`src/rtl/viterbi_pkg.sv`:
```
// Constants shared by the Viterbi ACS, control and traceback blocks.
// Sizes are for K=3: four trellis states, eight-frame traceback blocks.
package viterbi_pkg;
   localparam int NUM_STATES = 4;
   localparam int DEPTH      = 8;
   localparam int STATE_W    = 2;
   localparam int CNT_W      = 4;

   typedef logic [STATE_W-1:0] state_t;
   typedef logic [CNT_W-1:0]   cnt_t;
endpackage

```
`src/rtl/survivor_mem.sv`:
```
// Survivor decision store: DEPTH rows of NUM_STATES decision bits.
// One synchronous write port, one combinational read port; contents are not reset.
module survivor_mem
   import viterbi_pkg::*;
#(
   parameter int NUM_STATES = viterbi_pkg::NUM_STATES,
   parameter int DEPTH      = viterbi_pkg::DEPTH
) (
   input  logic                     clk,
   input  logic                     wr_en,
   input  logic [$clog2(DEPTH)-1:0] wr_addr,
   input  logic [NUM_STATES-1:0]    wr_data,
   input  logic [$clog2(DEPTH)-1:0] rd_addr,
   output logic [NUM_STATES-1:0]    rd_data
);
   logic [NUM_STATES-1:0] mem [DEPTH];

   always_ff @(posedge clk) begin
      if (wr_en) begin
         mem[wr_addr] <= wr_data;
      end
   end

   assign rd_data = mem[rd_addr];
endmodule

```
`src/rtl/traceback_unit.sv`:
```
// Viterbi traceback: stores DEPTH survivor frames, then walks back one frame per te step.
// Serial bit appears one cycle after its step; the full frame is flagged after the last step.
module traceback_unit
   import viterbi_pkg::*;
#(
   parameter int NUM_STATES = viterbi_pkg::NUM_STATES,
   parameter int DEPTH      = viterbi_pkg::DEPTH
) (
   input  logic                  clk,
   input  logic                  rst_n,
   input  logic                  we,
   input  logic                  te,
   input  logic                  oe,
   input  logic [NUM_STATES-1:0] surv_in,
   input  logic [STATE_W-1:0]    start_state,
   output logic [CNT_W-1:0]      wr_cnt,
   output logic [CNT_W-1:0]      tb_cnt,
   output logic                  bit_out,
   output logic                  bit_valid,
   output logic [DEPTH-1:0]      frame_out,
   output logic                  frame_valid
);
   localparam int ADDR_W = $clog2(DEPTH);
   localparam logic [CNT_W-1:0] CNT_FULL = CNT_W'(DEPTH);

   logic [STATE_W-1:0]    state_reg;
   logic [STATE_W-1:0]    cur;
   logic [NUM_STATES-1:0] rd_row;
   logic [ADDR_W-1:0]     wr_addr;
   logic [ADDR_W-1:0]     rd_addr;
   logic                  do_write;
   logic                  do_step;
   logic                  first_step;
   logic                  surv_bit;

   always_comb begin
      do_write   = we && (wr_cnt < CNT_FULL);
      // A write request always wins the cycle, even when the block is full.
      do_step    = te && !we && (tb_cnt != '0);
      first_step = (tb_cnt == CNT_FULL);
      cur        = first_step ? start_state : state_reg;
      wr_addr    = ADDR_W'(wr_cnt);
      rd_addr    = ADDR_W'(tb_cnt - 1'b1);
      surv_bit   = rd_row[cur];
   end

   survivor_mem #(
      .NUM_STATES (NUM_STATES),
      .DEPTH      (DEPTH)
   ) u_survivor_mem (
      .clk     (clk),
      .wr_en   (do_write),
      .wr_addr (wr_addr),
      .wr_data (surv_in),
      .rd_addr (rd_addr),
      .rd_data (rd_row)
   );

   always_ff @(posedge clk or negedge rst_n) begin
      if (!rst_n) begin
         wr_cnt      <= '0;
         tb_cnt      <= '0;
         state_reg   <= '0;
         bit_out     <= 1'b0;
         bit_valid   <= 1'b0;
         frame_out   <= '0;
         frame_valid <= 1'b0;
      end else begin
         bit_valid   <= 1'b0;
         frame_valid <= 1'b0;
         if (do_write) begin
            wr_cnt <= wr_cnt + 1'b1;
            if (wr_cnt == CNT_FULL - 1'b1) begin
               tb_cnt <= CNT_FULL;
            end
         end else if (do_step) begin
            frame_out[rd_addr] <= cur[1];
            // Predecessor: shift the state left, pulling in the survivor decision.
            state_reg          <= {cur[0], surv_bit};
            tb_cnt             <= tb_cnt - 1'b1;
            if (oe) begin
               bit_out   <= cur[1];
               bit_valid <= 1'b1;
            end
            if (tb_cnt == CNT_W'(1)) begin
               frame_valid <= 1'b1;
               wr_cnt      <= '0;
            end
         end
      end
   end
endmodule

```
`config.mk`:
```
export PLATFORM = sky130hd
export DESIGN_NAME = traceback_unit
export DESIGN_NICKNAME = d
export VERILOG_FILES = /design/src/rtl/viterbi_pkg.sv /design/src/rtl/survivor_mem.sv /design/src/rtl/traceback_unit.sv
export SDC_FILE = /design/constraint.sdc
export NUM_CORES = 1
export LEC_CHECK = 0
export ABC_CLOCK_PERIOD_IN_PS = 2950
export BUFFER_PORTS_ARGS = -buffer_cell sky130_fd_sc_hd__buf_2
export CORE_ASPECT_RATIO = 0.9
export CORE_MARGIN = 5
export CORE_UTILIZATION = 56
export DETAILED_ROUTE_END_ITERATION = 6
export MAX_ROUTING_LAYER = met4
export PLACE_DENSITY_LB_ADDON = 0.3
export SLEW_MARGIN = 20
export SYNTH_ARGS = -nofsm -noshare
export SYNTH_HDL_FRONTEND = slang
export SYNTH_HIERARCHICAL = 1
export SYNTH_SLANG_ARGS = --single-unit
```
`constraint.sdc`:
```
create_clock -name clk -period 2.95 [get_ports clk]
set_clock_uncertainty 0.15 [all_clocks]
set_input_delay 0.295 -clock clk [delete_from_list [all_inputs] [get_ports clk]]
set_output_delay 0.295 -clock clk [all_outputs]
set_load 0.05 [all_outputs]
```
==> run summary, run 1 <==
Outcome - completed
Mapped Cells - 160
Non-Filler Instances - 244
TritonCTS Buffers - 5
Initial Utilization - 57.5%
Setup TNS - 0 ns
DP HPWL - 3210 microns
DIE AREA - 5540 sq um
First-pass GRT wire length - 7340 microns
Crit share post-route - 88.5%
Syn nets - 174
M1 WL - 2040 microns
Netlist cell types - 35
Final Hold Viols - 0
P_sw - 1.37 mW
Xor-xnor portion of the synthesized cell area - 0.700%
Remaining DRCs - 0
Top layer in use - met4
Pleak - 1.09 nW
Sw frac - 42.9%
Setup crit end kind - flop
Final Wtd Congestion - 0.802
Via-to-Cell Ratio - 5.86
Final wirelength - 4360 microns
Synth Area in Compound Gates - 7.97%
DRT iter0 DRCs - 65
Placed instance area - 2520 sq um
Post-Synth Simple-Gate Area - 9.10%
Peak supply drop - 694 uV
Met3 WL post-DR - 160 microns
Pint - 1.83 mW
Register with the most flip-flops - u_survivor_mem/mem
Die Width - 77.9 microns
HP Class - in -> reg
Clock transition at the registers of the reported paths - 0.09 ns
Final nets - 209
# setup viols final - 0
Core footprint - 4050 sq um
Relative slew margins - 57.5%
Min Tclk post-route - 2.61 ns
Number of global-route vias before repair - 1,502
Register area share after synthesis - 63.9%
Largest register FFs - 32
H-Tree Depth - 2
Crit-path slowest cell - dfrtp_2
N_diodes - 0
Syn-to-layout area delta - 14.8%
Cell Chain, Critical Path - inv_1 > ha_1 > xnor2_2 > inv_2 > mux4_1 > mux2_2 > nand2b_1 > a21boi_0 > o211ai_1 > o221ai_1
CP Max Fanout - 11
Hold path depth - 2
Max incr delay on CP - 0.49 ns
CP arrival - 2.63 ns
PwrDens - 1200 nW/um^2
Crit Path Class - reg -> reg
Synth warn - 6
Share of layout cells above drive strength 1 - 27.0%
Mapped cell area - 2320 sq um
Finished Cell Area - 2670 sq um
CP startpoint kind - flop
Clock Latency Late Sink - 0.30 ns
IO Pins - 30
R2R depth - 10
Gr ovfl total - 0
CTS tree - done
First-pass DRT Iterations - 4
Initial antenna violation count - 0
Clk network pwr share - 17.4%
RSZ-0062 raised after global routing - false
Synth Register Bits - 53
Largest family of logic cells by synthesized area - multiplexers
Wire per inst - 17.9 microns
Rows - 22
Met2 wire length - 2100 microns
Post-Synth Adder-Cell Area - 1.61%
Maximum number of pins on one net before global-route repair - 22
Port bufs - 29
Die height - 71.1 microns
Peak Freq - 383 MHz
Vias - 1,431
Dpl cells - 235
Max-Cap Viols - 0
Final antenna-violating net count - 0
CP required - 2.97 ns
Largest regs - u_survivor_mem/mem (32), frame_out (8)
Resized Gates After CTS - 0
Logic pwr share - 47.5%
Post-synthesis mux area share - 14.3%
Clock root buffer - clkbuf_8
Sequential power share - 35.1%
Slew @ Worst Pin - 0.632 ns
Clk buf depth - 2
Total clock sinks - 53
Slew Limit Fails - 0
Avg Inst Size Synth - 14.5 sq um
GRT Resource Usage Total - 17.7%
WHS - 0.103 ns
[through the flow]
| step | util, % | setup slack (ns) | total power [mW] |
|---|---|---|---|
| after floorplan | - | 0.0768 | 2.31 |
| after CTS | 66.0 | 0.326 | 3.22 |
| after global placement | 62.4 | 0.503 | 2.60 |
| final | 66.0 | 0.338 | 3.20 |
| after global routing | 66.0 | 0.177 | 3.40 |
| after detailed placement | 62.4 | 0.341 | 2.66 |
[power groups by stage]
stage / clock (mW) / combinational [mW] / sequential, mW
3_5_place_dp: 0 / 1.52 / 1.14
3_3_place_gp: 0 / 1.48 / 1.12
5_1_grt: 0.604 / 1.65 / 1.15
4_1_cts: 0.569 / 1.53 / 1.12
2_1_floorplan: 0 / 0.808 / 1.50
6_report: 0.557 / 1.52 / 1.12
[Yosys cell counts, drive strengths merged]
| master | n | area (sq um) |
|---|---|---|
| nor2 | 14 | 52.6 |
| a41oi | 2 | 17.5 |
| mux4 | 8 | 210 |
| nand2 | 9 | 33.8 |
| dfrtp | 21 | 526 |
| a21boi | 1 | 7.51 |
| a21oi | 11 | 58.8 |
| nor2b | 1 | 6.26 |
| o21ai | 3 | 15.0 |
| mux2i | 4 | 43.8 |
| and3 | 1 | 6.26 |
| nand3 | 6 | 30.0 |
| mux2 | 7 | 78.8 |
| buf | 3 | 21.3 |
| o221ai | 1 | 8.76 |
| ha | 3 | 37.5 |
| clkbuf | 2 | 7.51 |
| a31oi | 6 | 37.5 |
| a21o | 1 | 7.51 |
| o211ai | 1 | 7.51 |
| a22o | 2 | 17.5 |
| xnor2 | 1 | 16.3 |
| a211oi | 1 | 7.51 |
| and2 | 1 | 6.26 |
| nand3b | 1 | 11.3 |
| edfxtp | 32 | 961 |
| nor3 | 2 | 10.0 |
| nand4bb | 1 | 11.3 |
| inv | 7 | 26.3 |
| nand2b | 7 | 43.8 |
[cells in the final DEF, fill, tap and decap left out]
cell,instances
and2_1,1
a21o_1,1
nand3_1,6
a21boi_0,1
o221ai_1,1
bufinv_16,2
mux2i_1,3
nor3_1,2
clkinv_2,1
dlygate4sd3_1,1
a21oi_2,1
dfrtp_2,1
a41oi_1,2
nand2_1,9
o211ai_1,1
xnor2_2,1
buf_2,29
edfxtp_1,32
a22o_1,2
a31oi_1,6
a211oi_1,1
dfrtp_1,20
nor2b_1,1
o21ai_1,1
mux4_1,8
inv_1,6
mux2_2,7
o21ai_0,2
a21oi_1,10
mux2i_2,1
and3_1,1
inv_2,1
nand2b_1,7
nand3b_2,1
clkbuf_8,5
ha_1,3
nand4bb_1,1
buf_4,3
nor2_1,14
[final cells by class]
cell class	instances	area [sq um]
Tap cell	48	60.1
Inverter	7	26.3
Clock inverter	3	65.1
Clock buffer	5	68.8
Multi-Input combinational cell	95	783
Fill cell	293	1380
Sequential cell	53	1490
Timing Repair Buffer	33	178
[cell families after synthesis]
group,after synthesis
mux,19
flops,53
compound gates,29
fa+ha+maj,3
buf+inv,12
xor+xnor,1
simple gates,43
[what timing repair did]
| action | CTS | global route |
|---|---|---|
| buffers inserted | 0 | 0 |
| hold buffers | 1 | 0 |
| endpoints found under the setup margin | 0 | 0 |
| hold endpoints to repair | 21 | 0 |
[per-layer routing]
layer	vias up	global-route usage, %
li1	684	-
met1	706	23.5
met2	35	26.5
met3	6	4.96
met4	0	6.38
met5	-	-
[worst max-delay path: cells and delay by family, from the launching register on]
family,cells,cell delay (ns)
compound gates,3,0.39
simple gates,1,0.07
mux,2,0.61
xor+xnor,1,0.19
fa+ha+maj,1,0.30
flops,1,0.49
buf+inv,2,0.29
[final timing paths]
| path | to | slack [ns] | from |
|---|---|---|---|
| worst max register to register | state_reg[0] | 0.34 | tb_cnt[0] |
| min in group asynchronous | state_reg[1] | 0.32 | rst_n |
| worst min register to register | frame_out[4] | 0.36 | frame_out[4] |
| worst min-delay path | bit_valid | 0.10 | oe |
| max in group asynchronous | tb_cnt[0] | 1.99 | rst_n |
| worst max-delay path | state_reg[0] | 0.34 | tb_cnt[0] |
(Power assumes the default switching activity.)
==> run 2: changes to the inputs <==
--- a/config.mk
+++ b/config.mk
@@ -5,7 +5,7 @@
 export SDC_FILE = /design/constraint.sdc
 export NUM_CORES = 1
 export LEC_CHECK = 0
-export ABC_CLOCK_PERIOD_IN_PS = 2950
+export ABC_CLOCK_PERIOD_IN_PS = 2700
 export BUFFER_PORTS_ARGS = -buffer_cell sky130_fd_sc_hd__buf_2
 export CORE_ASPECT_RATIO = 0.9
 export CORE_MARGIN = 5
==> constraint.sdc (replaced) <==
create_clock -name clk -period 2.7 [get_ports clk]
set_clock_uncertainty 0.15 [all_clocks]
set_input_delay 0.27 -clock clk [delete_from_list [all_inputs] [get_ports clk]]
set_output_delay 0.27 -clock clk [all_outputs]
set_load 0.05 [all_outputs]
==> run summary, run 2 (synthesized netlist as in run 1, its figures left out) <==
Outcome - completed (unchanged)
Total clock sinks - 53 (unchanged)
Largest regs - u_survivor_mem/mem (32), frame_out (8) (unchanged)
Grt met3 use - 4.07% (was 4.96%)
Max incr delay on CP - 0.48 ns (was 0.49 ns)
Via-to-Cell Ratio - 5.91 (was 5.86)
IO Pins - 30 (unchanged)
CP startpoint kind - flop (unchanged)
Crit Path Class - reg -> reg (unchanged)
# setup viols final - 0 (unchanged)
TritonCTS Buffers - 5 (unchanged)
HP Class - in -> reg (unchanged)
Final setup margin - 0.128 ns (was 0.338 ns)
Setup TNS - 0 ns (unchanged)
Number of global-route vias before repair - 1,481 (was 1,502)
Gr busiest metal - met2 (unchanged)
Peak supply drop - 832 uV (was 694 uV)
Final antenna-violating net count - 0 (unchanged)
CP Max Fanout - 11 (unchanged)
Core footprint - 4050 sq um (unchanged)
Multi-input logic area - 786 sq um (was 783 sq um)
Critical path buffer and inverter count - 2 (unchanged)
Vias - 1,441 (was 1,431)
Die Width - 77.9 microns (unchanged)
Grt met2 use - 28.0% (was 26.5%)
Gr ovfl total - 0 (unchanged)
Wire per inst - 18.3 microns (was 17.9 microns)
Port bufs - 29 (unchanged)
Crit-path slowest cell - dfrtp_2 (unchanged)
Slew Limit Fails - 0 (unchanged)
Total Power - 3.43 mW (was 3.20 mW)
Crit share post-route - 95.3% (was 88.5%)
CP arrival - 2.60 ns (was 2.63 ns)
Final Wtd Congestion - 0.796 (was 0.802)
Largest register FFs - 32 (unchanged)
Fill count - 310 (was 293)
Slew @ Worst Pin - 0.708 ns (was 0.632 ns)
First-pass GRT wire length - 7340 microns (unchanged)
Register with the most flip-flops - u_survivor_mem/mem (unchanged)
Final wirelength - 4470 microns (was 4360 microns)
Clk buf depth - 2 (unchanged)
GRT Resource Usage Total - 18.0% (was 17.7%)
DIE AREA - 5540 sq um (unchanged)
Final nets - 209 (unchanged)
Maximum number of pins on one net before global-route repair - 22 (unchanged)
Postcts setup bufs - 0 (unchanged)
DP HPWL - 3190 microns (was 3210 microns)
Max-Cap Viols - 0 (unchanged)
PwrDens - 1290 nW/um^2 (was 1200 nW/um^2)
Final Hold Viols - 0 (unchanged)
Placed instance area - 2530 sq um (was 2520 sq um)
N_diodes - 0 (unchanged)
Clock transition at the registers of the reported paths - 0.10 ns (was 0.09 ns)
Non-Filler Instances - 244 (unchanged)
Syn-to-layout area delta - 13.9% (was 14.8%)
Pre-CTS setup slack - 0.139 ns (was 0.341 ns)
Share of layout cells above drive strength 1 - 27.0% (unchanged)
Die height - 71.1 microns (unchanged)
Most frequent cells in the layout - edfxtp_1, buf_2, dfrtp_1 (unchanged)
Clock root buffer - clkbuf_8 (unchanged)
Finished Cell Area - 2650 sq um (was 2670 sq um)
GRT met1 Usage - 22.9% (was 23.5%)
Peak Freq - 389 MHz (was 383 MHz)
DRT iter0 DRCs - 139 (was 65)
Rows - 22 (unchanged)
Pleak - 1.08 nW (was 1.09 nW)
Min Tclk post-route - 2.57 ns (was 2.61 ns)
Register area - 1490 sq um (unchanged)
RSZ-0062 raised after global routing - false (unchanged)
CTS tree - done (unchanged)
Clock Latency Late Sink - 0.31 ns (was 0.30 ns)
Cell Chain, Critical Path - inv_1 > ha_2 > xnor2_2 > inv_2 > mux4_1 > mux2_2 > nand2b_1 > a21boi_0 > o211ai_1 > o221ai_1 (was inv_1 > ha_1 > xnor2_2 > inv_2 > mux4_1 > mux2_2 > nand2b_1 > a21boi_0 > o211ai_1 > o221ai_1)
Initial Utilization - 57.5% (unchanged)
Relative slew margins - 52.5% (was 57.5%)
Dpl cells - 235 (unchanged)
Initial antenna violation count - 0 (unchanged)
H-Tree Depth - 2 (unchanged)
Remaining DRCs - 0 (unchanged)
Delay-heaviest family, CP - multiplexers (unchanged)
Most common cell after layout, fill and taps aside - edfxtp_1 (unchanged)
Setup crit end kind - flop (unchanged)
First-pass DRT Iterations - 4 (unchanged)
CP required - 2.73 ns (was 2.97 ns)
run 2: timing repair:
action / in CTS / in global routing
hold buffers: 1 / 0
endpoints found under the hold margin: 21 / 0
resized for setup: 0 / 0
run 2: cell type report:
type	instances	area share (%)
Clock buffer	6	2.74
Clock inverter	2	1.46
Inverter	7	0.992
Multi-Input combinational cell	95	29.7
Sequential cell	53	56.2
Tap cell	48	2.27
Timing Repair Buffer	33	6.71
run 2: worst reg2reg max path, stage by stage, from the launching register on:
cell	delay [ns]
dfrtp_2	0.48
inv_1	0.10
ha_2	0.24
xnor2_2	0.17
inv_2	0.18
mux4_1	0.32
mux2_2	0.30
nand2b_1	0.08
a21boi_0	0.10
o211ai_1	0.19
o221ai_1	0.13
run 2: stage by stage:
stage | utilization, % | hold slack (ns)
6_report | 65.5 | 0.0575
4_1_cts | 65.5 | 0.0501
2_1_floorplan | - | -0.176
5_1_grt | 65.5 | 0.0474
3_3_place_gp | 62.5 | 0.0858
3_5_place_dp | 62.5 | 0.102
run 2: layer usage:
metal / vias up / routed length [microns]
met1: 726 / 1960
li1: 676 / -
met2: 32 / 2250
met5: - / 0
met4: 0 / 54
met3: 7 / 211
run 2: worst paths after layout:
path / from / to / slack (ns) / depth (start not counted)
setup reg to reg: tb_cnt[0] / state_reg[0] / 0.13 / 10
hold reg to reg: frame_out[4] / frame_out[4] / 0.36 / 1
min in group asynchronous: rst_n / frame_out[6] / 0.29 / 2
hold / removal: oe / bit_valid / 0.06 / 2
setup / recovery: tb_cnt[0] / state_reg[0] / 0.13 / 10
max in group asynchronous: rst_n / tb_cnt[0] / 1.75 / 2
run 2: power breakdown:
group          internal [mW]  leakage (nW)  switching (mW)
logic                  0.581         0.484            1.10
clock network          0.279        0.0554           0.254
registers               1.05         0.541           0.161
==> run 3: changes to the inputs <==
--- a/config.mk
+++ b/config.mk
@@ -5,11 +5,12 @@
 export SDC_FILE = /design/constraint.sdc
 export NUM_CORES = 1
 export LEC_CHECK = 0
+export ABC_AREA = 1
 export ABC_CLOCK_PERIOD_IN_PS = 2700
 export BUFFER_PORTS_ARGS = -buffer_cell sky130_fd_sc_hd__buf_2
 export CORE_ASPECT_RATIO = 0.9
-export CORE_MARGIN = 5
-export CORE_UTILIZATION = 56
+export CORE_MARGIN = 2
+export CORE_UTILIZATION = 58
 export DETAILED_ROUTE_END_ITERATION = 6
 export MAX_ROUTING_LAYER = met4
 export PLACE_DENSITY_LB_ADDON = 0.3
==> run summary, run 3 <==
CP Max Fanout - 12 (was 11)
Cell taking the most area after synthesis - edfxtp_1 (unchanged)
Setup crit end kind - flop (unchanged)
Outcome - completed (unchanged)
Yosys top cell area share - 37.2% (was 41.3%)
Synth warn - 6 (unchanged)
Final nets - 329 (was 209)
Syn nets - 295 (was 174)
Synth top cells by count - nand2_1, inv_1, edfxtp_1, nand3_1, dfrtp_1 (was edfxtp_1, dfrtp_1, nor2_1, a21oi_1, nand2_1)
Gr ovfl total - 0 (unchanged)
Min Tclk post-route - 2.11 ns (was 2.57 ns)
Setup TNS - 0 ns (unchanged)
First-pass DRT Iterations - 4 (unchanged)
Sequential power share - 33.4% (was 35.5%)
Final Wtd Congestion - 0.927 (was 0.796)
EDFF count, synth - 32 (unchanged)
CTS tree - done (unchanged)
Final wirelength - 5090 microns (was 4470 microns)
DRT iter0 DRCs - 152 (was 139)
Top layer in use - met4 (unchanged)
Avg Inst Size Synth - 9.20 sq um (was 14.5 sq um)
Mapped Cells - 281 (was 160)
Clk network pwr share - 12.4% (was 15.5%)
Register area share after synthesis - 57.5% (was 63.9%)
Sw frac - 50.5% (was 44.2%)
Resized Gates After CTS - 0 (unchanged)
Initial Utilization - 59.1% (was 57.5%)
CP arrival - 2.18 ns (was 2.60 ns)
Peak supply drop - 779 uV (was 832 uV)
Syn-to-layout area delta - 11.2% (was 13.9%)
IO Pins - 30 (unchanged)
Rows - 23 (was 22)
Vias - 1,875 (was 1,441)
Max-Cap Viols - 0 (unchanged)
Final Hold Viols - 0 (unchanged)
Largest regs - u_survivor_mem/mem (32), frame_out (8) (unchanged)
Initial antenna violation count - 0 (unchanged)
Met2 wire length - 2380 microns (was 2250 microns)
Total clock sinks - 53 (unchanged)
Number of global-route vias before repair - 1,748 (was 1,481)
Die Width - 74.4 microns (was 77.9 microns)
Register with the most flip-flops - u_survivor_mem/mem (unchanged)
CP required - 2.76 ns (was 2.73 ns)
Placed instance area - 2780 sq um (was 2530 sq um)
Core Util, Final - 65.7% (was 65.5%)
Port bufs - 29 (unchanged)
DIE AREA - 5010 sq um (was 5540 sq um)
DP HPWL - 3720 microns (was 3190 microns)
Pint - 1.78 mW (was 1.91 mW)
Crit share post-route - 78.2% (was 95.3%)
Most common cell after layout, fill and taps aside - nand2_1 (was edfxtp_1)
Clock Latency Late Sink - 0.31 ns (about the same)
HP Class - in -> reg (unchanged)
Slew Limit Fails - 0 (unchanged)
Clock transition at the registers of the reported paths - 0.10 ns (about the same)
Remaining DRCs - 0 (unchanged)
Core footprint - 4370 sq um (was 4050 sq um)
RSZ-0062 raised after global routing - false (unchanged)
Share of synthesized flip-flops with an asynchronous set or reset - 39.6% (unchanged)
Share of layout cells above drive strength 1 - 20.9% (was 27.0%)
H-Tree Depth - 2 (unchanged)
Synth top area cells - edfxtp_1, dfrtp_1, nand2_1, inv_1, nand3_1 (was edfxtp_1, dfrtp_1, mux4_1, mux2_2, nor2_1)
PwrDens - 1250 nW/um^2 (was 1290 nW/um^2)
Main flop type after synthesis - edfxtp_1 (unchanged)
Via-to-Cell Ratio - 4.96 (was 5.91)
Clk buf depth - 2 (unchanged)
Most frequent cells in the layout - nand2_1, inv_1, nand3_1, edfxtp_1, buf_2 (was edfxtp_1, buf_2, dfrtp_1)
First-pass GRT wire length - 8430 microns (was 7340 microns)
# setup viols final - 0 (unchanged)
Fill count - 375 (was 310)
TritonCTS Buffers - 5 (unchanged)
Pleak - 1.40 nW (was 1.08 nW)
Wire per inst - 13.5 microns (was 18.3 microns)
P_sw - 1.82 mW (was 1.51 mW)
Maximum number of pins on one net before global-route repair - 22 (unchanged)
Peak Freq - 473 MHz (was 389 MHz)
Die height - 67.3 microns (was 71.1 microns)
M1 WL - 2400 microns (was 1960 microns)
Netlist cell types - 27 (was 35)
Relative slew margins - 67.9% (was 52.5%)
GRT Resource Usage Total - 23.7% (was 18.0%)
Clock root buffer - clkbuf_8 (unchanged)
Most frequent cell after synthesis - nand2_1 (was edfxtp_1)
CP startpoint kind - flop (unchanged)
Logic pwr share - 54.2% (was 49.0%)
Synth Register Bits - 53 (unchanged)
Largest register FFs - 32 (unchanged)
Mapped cell area - 2580 sq um (was 2320 sq um)
Finished Cell Area - 2880 sq um (was 2650 sq um)
Crit Path Class - reg -> reg (unchanged)
Met3 WL post-DR - 262 microns (was 211 microns)
N_diodes - 0 (unchanged)
Final antenna-violating net count - 0 (unchanged)
Slew @ Worst Pin - 0.482 ns (was 0.708 ns)
## run 3: cell types whose count changed after synthesis, moves of 7 or more
| cell | previous run | this run |
|---|---|---|
| inv_1 | 6 | 51 |
| nand3_1 | 6 | 32 |
| nand2_1 | 9 | 72 |
| nand2b_1 | 7 | 0 |
| nand2_2 | 0 | 9 |
| mux4_1 | 8 | 0 |
| mux2_2 | 7 | 0 |
| o21ai_1 | 1 | 9 |
## run 3: worst max-delay path: stages, from the launching register on
cell and delay, ns:
dfrtp_1 0.43, inv_1 0.09, ha_1 0.38, inv_2 0.21
inv_2 0.12, nand3_1 0.12, nand2_1 0.06, nand2_1 0.05
nand2_1 0.05, inv_1 0.04, nand3_1 0.07, nand3_1 0.09
nand2_1 0.05, nand2_1 0.05, nand2_1 0.05
## run 3: power groups by stage
stage          Clock, mW  Combinational [mW]  Sequential (mW)
3_5_place_dp           0                1.94             1.21
2_1_floorplan          0                1.14             1.62
6_report           0.444                1.95             1.20
4_1_cts            0.447                1.94             1.20
3_3_place_gp           0                1.90             1.20
5_1_grt            0.482                2.17             1.22
## run 3: layout make-up
type / instances / area [sq um] / share of cell area, %
Clock inverter: 2 / 16.3 / 0.566
Inverter: 59 / 224 / 7.79
Multi-Input combinational cell: 165 / 836 / 29.1
Tap cell: 62 / 77.6 / 2.70
Clock buffer: 6 / 72.6 / 2.52
Sequential cell: 53 / 1490 / 51.7
Timing Repair Buffer: 31 / 163 / 5.66
## run 3: metal layers
layer  vias to the layer above  track usage (%)
li1                        953                -
met4                         0             6.03
met2                        53             33.2
met5                         -                -
met3                         9             6.27
met1                       860             34.6
## run 3: repair_timing
| action | in CTS | in global routing |
|---|---|---|
| hold endpoints to repair | 21 | 0 |
| setup buffers | 0 | 0 |
| hold buffers | 1 | 0 |
## run 3: final timing paths
check	cells after the start	slack [ns]	start	endpoint
setup / recovery	14	0.59	tb_cnt[0]	state_reg[0]
hold / removal	3	0.04	oe	bit_valid
setup reg to reg	14	0.59	tb_cnt[0]	state_reg[0]
hold reg to reg	2	0.35	frame_out[3]	frame_out[3]
max in group asynchronous	2	1.76	rst_n	bit_out
min in group asynchronous	2	0.30	rst_n	state_reg[1]
## run 3: metrics by stage
| stage | hold slack, ns | std cells | worst slack (ns) | power, mW |
|---|---|---|---|---|
| floorplan | -0.176 | 281 | 0.243 | 2.77 |
| global placement | 0.0950 | 369 | 0.671 | 3.10 |
| finish | 0.0390 | 378 | 0.587 | 3.59 |
| CTS | 0.0328 | 378 | 0.595 | 3.59 |
| global route | 0.0369 | 378 | 0.352 | 3.87 |
| detailed placement | 0.104 | 369 | 0.601 | 3.15 |
## run 3: cell families after synthesis
| family | synth area share (%) |
|---|---|
| simple gates | 25.9 |
| buf+inv | 10.2 |
| flops | 57.5 |
| compound gates | 4.31 |
| fa+ha+maj | 1.45 |
| xor+xnor | 0.629 |
